--- config.mk ---
export PLATFORM = sky130hd
export DESIGN_NAME = gate_dead_time_inserter
export DESIGN_NICKNAME = d
export VERILOG_FILES = /design/src/rtl/gate_dead_time_inserter.sv
export SDC_FILE = /design/constraint.sdc
export NUM_CORES = 1
export LEC_CHECK = 0
export ABC_CLOCK_PERIOD_IN_PS = 4150
export BUFFER_PORTS_ARGS = -buffer_cell sky130_fd_sc_hd__buf_2
export CAP_MARGIN = 20
export CORE_UTILIZATION = 40
export CTS_CLUSTER_SIZE = 14
export DETAILED_ROUTE_END_ITERATION = 8
export GPL_ROUTABILITY_DRIVEN = 0
export SYNTH_ARGS = -nofsm -noshare
export SYNTH_HDL_FRONTEND = slang
export SYNTH_SLANG_ARGS = --single-unit
export TNS_END_PERCENT = 5
--- constraint.sdc ---
create_clock -name clk -period 4.15 [get_ports clk]
set_clock_uncertainty 0.2 [all_clocks]
set_input_delay 0.2075 -clock clk [delete_from_list [all_inputs] [get_ports clk]]
set_output_delay 0.2075 -clock clk [all_outputs]
set_load 0.05 [all_outputs]
--- src/rtl/gate_dead_time_inserter.sv ---
// -----------------------------------------------------------------------------
// gate_dead_time_inserter
//
// Three-phase gate driver front end. Each commutation PWM input is registered
// once, then drives an independent per-phase FSM that inserts a programmable
// dead interval between switching off one side of a half bridge and switching
// on the other. A synchronous fault input latches, forces every phase off and
// is counted; the latch is released only by an explicit fault_clear.
//
// Handshake/timing: there is no valid/ready flow here. Every input is sampled
// on the rising edge of clk; every output is a pure decode of registered state,
// so outputs change only just after a rising edge.
//
// Ports
//   clk             single clock, all state updates on its rising edge
//   reset           synchronous, active-low reset
//   enable          high = gate drive permitted
//   pwm_phase_a/b/c commutation PWM per phase, 1 = high side on
//   dead_time       dead interval in clk cycles (0 behaves as 1)
//   fault           active-high overcurrent/driver fault
//   fault_clear     single-cycle request to clear a latched fault
//   gate_ah/al, gate_bh/bl, gate_ch/cl  high/low-side gate commands
//   fault_latched   latched fault state
//   fault_count     saturating count of fault latch events
// -----------------------------------------------------------------------------
module gate_dead_time_inserter #(
    parameter int DEAD_W = 8,
    parameter int FCNT_W = 8
) (
    input  logic              clk,
    input  logic              reset,
    input  logic              enable,
    input  logic              pwm_phase_a,
    input  logic              pwm_phase_b,
    input  logic              pwm_phase_c,
    input  logic [DEAD_W-1:0] dead_time,
    input  logic              fault,
    input  logic              fault_clear,
    output logic              gate_ah,
    output logic              gate_al,
    output logic              gate_bh,
    output logic              gate_bl,
    output logic              gate_ch,
    output logic              gate_cl,
    output logic              fault_latched,
    output logic [FCNT_W-1:0] fault_count
);

    typedef enum logic [2:0] {
        ST_OFF          = 3'd0,
        ST_LOW_ON       = 3'd1,
        ST_DEAD_TO_HIGH = 3'd2,
        ST_HIGH_ON      = 3'd3,
        ST_DEAD_TO_LOW  = 3'd4
    } phase_state_t;

    // Index 0 = phase A, 1 = phase B, 2 = phase C. state_q is the
    // per-phase FSM state and is the signal to probe when observing a phase.
    logic [2:0]        pwm_q;
    phase_state_t      state_q [3];
    phase_state_t      state_d [3];
    logic [DEAD_W-1:0] cnt_q   [3];
    logic [DEAD_W-1:0] cnt_d   [3];
    logic [DEAD_W-1:0] dead_load;

    // A zero dead time still yields one cycle with both sides off.
    assign dead_load = (dead_time == '0) ? DEAD_W'(1) : dead_time;

    always_comb begin
        for (int i = 0; i < 3; i++) begin
            state_d[i] = state_q[i];
            cnt_d[i]   = cnt_q[i];
            if (fault || !enable) begin
                state_d[i] = ST_OFF;
                cnt_d[i]   = '0;
            end else begin
                case (state_q[i])
                    ST_OFF: begin
                        // Restart always passes through a dead interval.
                        if (!fault_latched) begin
                            state_d[i] = pwm_q[i] ? ST_DEAD_TO_HIGH : ST_DEAD_TO_LOW;
                            cnt_d[i]   = dead_load;
                        end
                    end
                    ST_LOW_ON: begin
                        if (pwm_q[i]) begin
                            state_d[i] = ST_DEAD_TO_HIGH;
                            cnt_d[i]   = dead_load;
                        end
                    end
                    ST_HIGH_ON: begin
                        if (!pwm_q[i]) begin
                            state_d[i] = ST_DEAD_TO_LOW;
                            cnt_d[i]   = dead_load;
                        end
                    end
                    ST_DEAD_TO_HIGH: begin
                        if (!pwm_q[i]) begin
                            // PWM went back before high side was allowed on.
                            state_d[i] = ST_LOW_ON;
                            cnt_d[i]   = '0;
                        end else if (cnt_q[i] <= DEAD_W'(1)) begin
                            state_d[i] = ST_HIGH_ON;
                            cnt_d[i]   = '0;
                        end else begin
                            cnt_d[i] = cnt_q[i] - DEAD_W'(1);
                        end
                    end
                    ST_DEAD_TO_LOW: begin
                        if (pwm_q[i]) begin
                            state_d[i] = ST_HIGH_ON;
                            cnt_d[i]   = '0;
                        end else if (cnt_q[i] <= DEAD_W'(1)) begin
                            state_d[i] = ST_LOW_ON;
                            cnt_d[i]   = '0;
                        end else begin
                            cnt_d[i] = cnt_q[i] - DEAD_W'(1);
                        end
                    end
                    default: begin
                        state_d[i] = ST_OFF;
                        cnt_d[i]   = '0;
                    end
                endcase
            end
        end
    end

    always_ff @(posedge clk) begin
        if (!reset) begin
            pwm_q         <= '0;
            fault_latched <= 1'b0;
            fault_count   <= '0;
            for (int i = 0; i < 3; i++) begin
                state_q[i] <= ST_OFF;
                cnt_q[i]   <= '0;
            end
        end else begin
            pwm_q <= {pwm_phase_c, pwm_phase_b, pwm_phase_a};
            for (int i = 0; i < 3; i++) begin
                state_q[i] <= state_d[i];
                cnt_q[i]   <= cnt_d[i];
            end
            // Fault has priority over clear.
            if (fault) begin
                fault_latched <= 1'b1;
            end else if (fault_clear) begin
                fault_latched <= 1'b0;
            end
            // Count only rising transitions of the latch, saturating.
            if (fault && !fault_latched && (fault_count != '1)) begin
                fault_count <= fault_count + FCNT_W'(1);
            end
        end
    end

    // Each gate is on only in its own ON state, so high and low of one phase
    // can never be on together.
    assign gate_ah = (state_q[0] == ST_HIGH_ON);
    assign gate_al = (state_q[0] == ST_LOW_ON);
    assign gate_bh = (state_q[1] == ST_HIGH_ON);
    assign gate_bl = (state_q[1] == ST_LOW_ON);
    assign gate_ch = (state_q[2] == ST_HIGH_ON);
    assign gate_cl = (state_q[2] == ST_LOW_ON);

endmodule

==> qor.txt <==
Post-DRT Antenna Nets = 0
Worst EP arrival = 2450 ps
Number of vias per cell = 5.81
Chip width = 86.4 µm
RR Endpoint = cnt_q[0][20]
Worst Hold Slack = 15.5 ps
Max-slew headroom = 48.9%
Yosys warns = 0
Max-cap violations = 0
Reg-to-reg startpoint = cnt_q[0][16]
Core box area = 0.00683 mm²
Min cycle time layout = 2420 ps
Gr ovfl total = 0
Routed WL = 7.24 mm
Bufs on Longest Clock Path = 2
Worst skew pair latency = 300 ps
First-pass GRT wire length = 12.2 mm
Total number of vias = 2724
Area occupied by multi-input gates = 0.00182 mm²
Post-Syn Nets = 370
CP Class = in -> reg
Post-synth EDFFs = 0
Crit-path slowest cell = dlygate4sd3_1
Seq/Total Area, Yosys = 31.6%
Initial antenna violation count = 0
Number of I/O port buffers = 30
PostCTS Resize Cnt = 0
Crit path to = cnt_q[0][11]
Detailed placer's ending HPWL = 5.16 mm
Syn Inst Count = 347
Leak = 1.21 nW
# H-tree levels = 2
Commonest cells after routing, fill and taps aside = dfxtp_1, buf_2, nand2_1, nor2_1, nor3_1
Post-DR wirelength/cell = 15.4 µm
Status = complete, no violations
Worst reg-to-reg setup slack = 1820 ps
Clock transition at path regs = 90 ps
Synth Cell Area = 0.00285 mm²
Fillers = 718
Async S/R FF share, synth = 0%
Worst EP required = 4180 ps
Seq. cell area = 901 µm²
Worst reg2reg path depth = 7
Count of final setup violators = 0
Sink Count = 45
Die height = 86.4 µm
GRT Total Usage = 20.6%
Power Dens Cells = 302 mW/mm²
Die Area = 0.00746 mm²
RSZ-0062 raised after global routing = false
Iteration-0 DRC Markers = 163
Hold Path Class = in -> reg
Met3 usage = 2.67%
Finished Core Util = 46.8%
Setup slack after layout = 1730 ps
Crit path from = fault
Fmax = 414 MHz
Boundary Pins = 31
Final Hold Viols = 0
Vias in the first global route = 2500
CTS tree = yes
Max VDD drop = 0.103 mV
Hold_sp = reset
Post-route setup TNS = 0 ps
Row cnt = 30
Count of different cell masters after synthesis = 67
Proportion of layout cells with a drive suffix above 1 = 16.4%
Ys flop type = dfxtp_1
Inserted Diodes = 0
Setup WS pre-CTS = 1820 ps
Worst Tran Pin Value = 756 ps
Yosys reg bits = 45
Met2 Use GR = 32.7%
Met1 Use GR = 28.6%
CP max FO = 11
GR peak layer = met2
Area Growth Syn to Fin = 12.3%
Largest net degree at the start of global routing = 19
Drc violations = 0
NumNets Final = 395
Drt pass-1 iters = 4
Initial Util = 41.7%
CTS buffer count = 5
Final Cycle Share = 58.2%
Crit path largest cell delay = 530 ps
Crit start category = input port
Cell Chain, Critical Path = dlygate4sd3_1, buf_2, nor2_1, nand3_1, o31ai_1, o2bb2ai_1
Root Driver = clkbuf_8
Crit. End Element = flip-flop
Syn_area_per_cell = 8.21 µm²
Final Slew Violations = 0
Commonest non-fill, non-tap cell in the layout = dfxtp_1
## critical path: cells and delay by family
kind                   cells  cell delay (ps)
AO/OA/AOI/OAI              2              530
AND/OR/NAND/NOR            2             1040
buffers and inverters      2              670
## layout make-up
cell class / instances / area share, %
Clock buffer: 6 / 2.27
Timing Repair Buffer: 34 / 5.95
Inverter: 16 / 1.88
Sequential cell: 45 / 28.2
Clock inverter: 2 / 1.21
Multi-Input combinational cell: 270 / 56.8
Tap cell: 96 / 3.76
## stage by stage
stage	instances	total power, mW	instance area, µm²
finish	469	0.967	3200
global route	469	1.01	3200
CTS	469	0.976	3200
detailed placement	457	0.630	3050
global placement	457	0.629	3050
floorplan	347	0.589	2850
## report_power, final
| group | switching [mW] | internal (mW) | total (mW) |
|---|---|---|---|
| combinational | 0.0932 | 0.0664 | 0.160 |
| sequential | 0.0207 | 0.444 | 0.465 |
| clock | 0.161 | 0.181 | 0.342 |
| total | 0.275 | 0.692 | 0.967 |
## routing by layer
metal / vias up / share of wire, %
met5: - / 0
met2: 73 / 47
met4: 0 / 1.8
met3: 10 / 4.3
li1: 1364 / -
met1: 1277 / 47
## what timing repair did
item | 4_1_cts | 5_1_grt
hold buffers | 4 | 0
setup buffers | 0 | 0
endpoints found under the hold margin | 4 | 0
## registers in the layout, summed over array words and instances (netlist names)
signal	count
cnt_q	24
fault_latched	1
fault_count	8
pwm_q	3
state_q	9
## worst min-delay path by stage
stage                          endpoint  slack, ps  depth (start not counted)
final                     fault_latched         20                          2
after global routing      fault_latched         20                          2
after CTS                 fault_latched          5                          3
after detailed placement       pwm_q[0]        220                          2
after global placement         pwm_q[2]        220                          2
after floorplan           fault_latched        130                          1
## logic make-up (layout without fill, tap and decap cells)
family          after synthesis  after routing  synth area share, %
compound gates              113            113                 29.6
mux                           4              4                 1.41
simple gates                136            136                 26.6
fa+ha+maj                     7              7                 3.07
flops                        45             45                 31.6
buf+inv                      32             58                 4.65
xor+xnor                     10             10                 3.07
## synthesized netlist by cell type (4+ instances only)
master,number,area (µm²)
o21ai_0,14,70.1
nand3_1,4,20.0
inv_1,15,56.3
xor2_1,4,35.0
dfxtp_1,45,901
nor4b_1,5,43.8
a22oi_1,6,45.0
nor2_1,26,97.6
clkbuf_1,10,37.5
nand2_1,29,109
a2bb2oi_1,4,35.0
a32oi_1,5,43.8
nor4_1,5,31.3
nor2b_1,8,50.1
and2_1,11,68.8
o22ai_1,10,62.6
mux2i_1,4,40.0
a31oi_1,6,37.5
buf_2,4,20.0
a21oi_1,19,95.1
o2bb2ai_1,4,35.0
o31ai_1,5,37.5
xnor2_1,6,52.6
ha_1,7,87.6
nor3_1,22,110
Note: power is estimated with default switching activity, not from simulation.
